==> config.mk <==
export PLATFORM = sky130hd
export DESIGN_NAME = keypad_4x4_scanner
export DESIGN_NICKNAME = d
export VERILOG_FILES = /design/src/rtl/keypad_4x4_scanner.sv
export SDC_FILE = /design/constraint.sdc
export NUM_CORES = 1
export LEC_CHECK = 0
export BUFFER_PORTS_ARGS = -buffer_cell sky130_fd_sc_hd__clkbuf_2
export CELL_PAD_IN_SITES_DETAIL_PLACEMENT = 0
export CELL_PAD_IN_SITES_GLOBAL_PLACEMENT = 1
export CORE_ASPECT_RATIO = 1.4
export CORE_MARGIN = 5
export CORE_UTILIZATION = 25
export DETAILED_ROUTE_END_ITERATION = 6
export GPL_TIMING_DRIVEN = 0
export PLACE_DENSITY_LB_ADDON = 0.2
export SLEW_MARGIN = 20
export SYNTH_ARGS = -nofsm -noshare
export SYNTH_HDL_FRONTEND = slang
export SYNTH_SLANG_ARGS = --single-unit
==> constraint.sdc <==
create_clock -name clk -period 3.9 [get_ports clk]
set_input_delay 0.585 -clock clk [delete_from_list [all_inputs] [get_ports clk]]
set_output_delay 0.585 -clock clk [all_outputs]
set_load 0.02 [all_outputs]
==> src/rtl/keypad_4x4_scanner.sv <==
// 4x4 matrix keypad scanner: walks active-low columns, debounces rows,
// emits one code per press and shifts codes into a 4-nibble history.
module keypad_4x4_scanner #(
  parameter int SCAN_DIV       = 100000,
  parameter int DEBOUNCE_TICKS = 4
) (
  input  logic        clk,
  input  logic        reset_n,
  input  logic [3:0]  row,
  output logic [3:0]  col,
  output logic [3:0]  key_code,
  output logic        key_valid,
  output logic        key_down,
  output logic [15:0] value
);

  localparam int DW = (SCAN_DIV > 2) ? $clog2(SCAN_DIV) : 1;
  localparam int CW = $clog2(DEBOUNCE_TICKS + 1) + 1;
  localparam logic [DW-1:0] DIV_MAX = DW'(SCAN_DIV - 1);
  localparam logic [CW-1:0] CNT_MAX = CW'(DEBOUNCE_TICKS);

  typedef enum logic [1:0] {
    SCAN, DEBOUNCE, ACCEPT, PRESSED
  } state_t;

  state_t        state_q, state_d;
  logic [3:0]    row_m_q, row_m_d;
  logic [3:0]    row_s_q, row_s_d;
  logic [DW-1:0] div_q, div_d;
  logic [CW-1:0] cnt_q, cnt_d;
  logic [3:0]    col_q, col_d;
  logic [1:0]    row_idx_q, row_idx_d;
  logic [1:0]    col_idx_q, col_idx_d;
  logic [3:0]    pat_q, pat_d;
  logic [3:0]    code_q, code_d;
  logic          valid_q, valid_d;
  logic          down_q, down_d;
  logic [15:0]   value_q, value_d;

  logic          tick;
  logic          all_high;
  logic [CW-1:0] cnt_inc;
  logic [3:0]    col_rot;
  logic [1:0]    cur_col_idx;
  logic [1:0]    cur_row_idx;

  assign tick     = (div_q == DIV_MAX);
  assign all_high = (row_s_q == 4'b1111);
  assign cnt_inc  = cnt_q + CW'(1);
  assign col_rot  = {col_q[2:0], col_q[3]};

  // Encode the driven column and the lowest active row.
  always_comb begin
    cur_col_idx = 2'd0;
    cur_row_idx = 2'd0;
    for (int j = 3; j >= 0; j--) begin
      if (!col_q[j]) cur_col_idx = 2'(j);
      if (!row_s_q[j]) cur_row_idx = 2'(j);
    end
  end

  // Synchronizer, prescaler and scan/debounce state machine next state.
  always_comb begin
    row_m_d   = row;
    row_s_d   = row_m_q;
    div_d     = tick ? '0 : div_q + DW'(1);
    state_d   = state_q;
    cnt_d     = cnt_q;
    col_d     = col_q;
    row_idx_d = row_idx_q;
    col_idx_d = col_idx_q;
    pat_d     = pat_q;
    code_d    = code_q;
    valid_d   = 1'b0;
    down_d    = down_q;
    value_d   = value_q;
    unique case (state_q)
      SCAN: begin
        if (tick) begin
          if (all_high) begin
            col_d = col_rot;
          end else begin
            col_idx_d = cur_col_idx;
            row_idx_d = cur_row_idx;
            pat_d     = row_s_q;
            cnt_d     = CW'(1);
            state_d   = (DEBOUNCE_TICKS == 1) ? ACCEPT : DEBOUNCE;
          end
        end
      end
      DEBOUNCE: begin
        if (tick) begin
          if (row_s_q == pat_q) begin
            cnt_d = cnt_inc;
            if (cnt_inc >= CNT_MAX) state_d = ACCEPT;
          end else begin
            cnt_d   = '0;
            col_d   = col_rot;
            state_d = SCAN;
          end
        end
      end
      ACCEPT: begin
        code_d  = {row_idx_q, col_idx_q};
        valid_d = 1'b1;
        down_d  = 1'b1;
        value_d = {value_q[11:0], row_idx_q, col_idx_q};
        cnt_d   = '0;
        state_d = PRESSED;
      end
      PRESSED: begin
        if (tick) begin
          if (all_high) begin
            if (cnt_inc >= CNT_MAX) begin
              down_d  = 1'b0;
              cnt_d   = '0;
              col_d   = col_rot;
              state_d = SCAN;
            end else begin
              cnt_d = cnt_inc;
            end
          end else begin
            cnt_d = '0;
          end
        end
      end
      default: state_d = SCAN;
    endcase
  end

  // State register with synchronous active-low reset.
  always_ff @(posedge clk) begin
    if (!reset_n) begin
      state_q   <= SCAN;
      row_m_q   <= 4'b1111;
      row_s_q   <= 4'b1111;
      div_q     <= '0;
      cnt_q     <= '0;
      col_q     <= 4'b1110;
      row_idx_q <= 2'd0;
      col_idx_q <= 2'd0;
      pat_q     <= 4'b0000;
      code_q    <= 4'd0;
      valid_q   <= 1'b0;
      down_q    <= 1'b0;
      value_q   <= 16'h0000;
    end else begin
      state_q   <= state_d;
      row_m_q   <= row_m_d;
      row_s_q   <= row_s_d;
      div_q     <= div_d;
      cnt_q     <= cnt_d;
      col_q     <= col_d;
      row_idx_q <= row_idx_d;
      col_idx_q <= col_idx_d;
      pat_q     <= pat_d;
      code_q    <= code_d;
      valid_q   <= valid_d;
      down_q    <= down_d;
      value_q   <= value_d;
    end
  end

  assign col       = col_q;
  assign key_code  = code_q;
  assign key_valid = valid_q;
  assign key_down  = down_q;
  assign value     = value_q;

endmodule
==> results.cfg <==
[outcome]
outcome = complete, no violations

[power_and_ir_drop]
clockPowerShare_pct = 57.6
leakage_nw = 1.32
pwr-share-seq_pct = 40.3
power_switching_mw = 0.296
swShare_pct = 18.8
p_per_area_nw_per_um2 = 475
irDropWorstVdd_uv = 295
internal_power_mw = 1.28
power.total_mw = 1.58
p_comb_share_pct = 2.1

[sta]
slew_headroom_pct = 61.2
slew_violations = 0
fin_tns_setup_ps = 0
skew_ps = 7.73
hold_viol_final = 0
finalSetupViolCount = 0
finalCriticalPeriod_ps = 2110
rsz0062_at_grt = false
fin_crit_sh_pct = 54.1
fmax_mhz = 474
hold_slack_ps = 403
tightest_slew_ps = 581

[die]
start_util_pct = 25.5
core_area_sq_um = 10400
fp.dieH_microns = 132
num_io_pins = 32
die_x_microns = 97.1
rows = 44
die_area_sq_um = 12800

[clock_network]
clk_latency_ps = 330
path_clk_slew_ps = 50
cts_inserted_buffers = 9
cts_tree = built
root_buffer = clkbuf_16
ctsHoldBuffers = 0
cts_resized = 0
clockBufferDepth = 2
clock-sinks = 61
post-cts-setup-buffers = 0
cts_max_level = 3

[critical_path]
crit_type = register to register
timing.rr.end = col_idx_q[1]
cp-end-kind = register
reg2reg_depth = 6
critPathLaunchType = register
r2r-start = div_q[0]
rrSetupSlack_ps = 1790
crit_path_start = div_q[0]
crit_path_max_fanout = 8
cp.arrival_ps = 2370
crit_end = col_idx_q[1]
critical_path_required_ps = 4160

[yosys]
synthTopCellsByCount = 69 x nand2_1, 61 x dfxtp_1, 23 x nor2_1, 21 x a21boi_0, 12 x xor2_1
synth_edf_count = 0
synth_area_sq_um = 2660
synth_top_flop_cell = dfxtp_1
ys_warn_count = 0
yosysTopAreaCell = dfxtp_1
synthCells = 305
yosysMostFrequentCell = nand2_1
async_flop_share_pct = 0
syn-mean-instance-area_sq_um = 8.71
ys_seq_area_share_pct = 46.0
synth-seq-cells = 61
syn-num-nets = 313
synth_top_area_share_pct = 46.0
ys_top_cells_by_area = dfxtp_1 46%, nand2_1 9.8%, a21boi_0 5.9%
synth_cell_types = 42

[flow_run]
cap_violations = 0

[cells_and_area]
antenna_cells = 0
fin_util_pct = 32.0
finish.net_count = 355
final_cells = 490
drive_above_1_share_pct = 18.5
areaGrowthSynthToFinish_pct = 25.2

[detailed_routing]
drt_first_pass_iters = 4
wl_per_cell_microns = 12.5
wirelength_microns = 6130
drtAntennaViolNets = 0
via_per_inst = 4.32
route.vias.total = 2117
drt_iter0_markers = 82
drc_errors = 0

[grt]
overflow = 0
grt_max_degree = 11
grt_pass1_vias = 2094
grt_pass1_wl_microns = 10500
grtUsageTotal_pct = 10.3
antenna_found_initial = 0

[hold_path]
worstHoldStart = row_m_q[3]
hold_class = register to register

[placement]
place.gp.congestion = 0.721
dp_cells = 474
io_buffers = 31
dpl.hpwl_microns = 4410
==> power groups by stage <==
stage                     Combinational [mW]  Clock, mW  Sequential, mW
after detailed placement              0.0342          0           0.649
after CTS                             0.0343      0.935           0.636
after global routing                  0.0388      0.967           0.637
after global placement                0.0344          0           0.649
after floorplan                       0.0230          0           0.647
final                                 0.0334      0.911           0.636
==> worst max-delay path, cell delays in order (launching register included) <==
cell and delay [ps]:
dfxtp_1 380, ha_1 240, and4_1 360, nand4_2 210, nor4_4 520, nand4_1 170
a21boi_1 150
==> layout by cell type, fill, tap and decap left out, drive strengths merged, types with 7 or more instances in the layout <==
cell,count
nand2b,10
nand4,9
buf,8
a21boi,25
nor2,23
dfxtp,61
nand2,69
and3,8
a21oi,7
o21ai,11
xor2,12
clkbuf,51
nand3,10
==> area by class of cell <==
class	count	area [sq um]
fill	1107	7080
multi-input combinational	225	1340
sequential	61	1220
clock buffer	12	246
tap	138	173
timing repair buffer	31	155
clock inverter	4	95.1
buffer	16	80.1
inverter	3	11.3
==> per-layer routing <==
layer | wire length [microns] | vias up | GRT usage, %
li1 | - | 1115 | -
met1 | 2750 | 959 | 11.7
met2 | 3000 | 34 | 17.7
met3 | 262 | 9 | 3.18
met4 | 113 | 0 | 4.68
met5 | 0 | - | 0
==> cell families (layout without fill, tap and decap cells) <==
| group | Yosys count | count (layout) | share of synthesized area (%) |
|---|---|---|---|
| compound gates | 49 | 49 | 12.9 |
| xor+xnor | 18 | 18 | 5.94 |
| fa+ha+maj | 2 | 2 | 0.942 |
| buf+inv | 19 | 66 | 3.44 |
| flops | 61 | 61 | 46.0 |
| mux | 3 | 3 | 1.13 |
| simple gates | 153 | 153 | 29.6 |
==> flip-flops by register name, summed over array words and instances (netlist names), named ones only <==
signal	count
key_code	3
row_m_q	4
row_s_q	4
col	4
key_valid	1
cnt_q	4
key_down	1
col_idx_q	2
row_idx_q	2
value	13
div_q	17
pat_q	4
state_q	1
==> worst min path at each step <==
stage | to | depth (start not counted)
final | row_s_q[3] | 1
after global routing | row_s_q[2] | 1
after CTS | row_s_q[3] | 1
after detailed placement | row_s_q[3] | 1
after global placement | row_s_q[0] | 1
after floorplan | row_s_q[0] | 1
==> stage by stage <==
step           instance area (sq um)  worst slack (ps)
2_1_floorplan                   2660              2140
4_1_cts                         3320              1760
3_3_place_gp                    2980              1780
5_1_grt                         3320              1580
6_report                        3320              1790
3_5_place_dp                    2980              1770
Note: power is estimated with default switching activity, not from simulation.
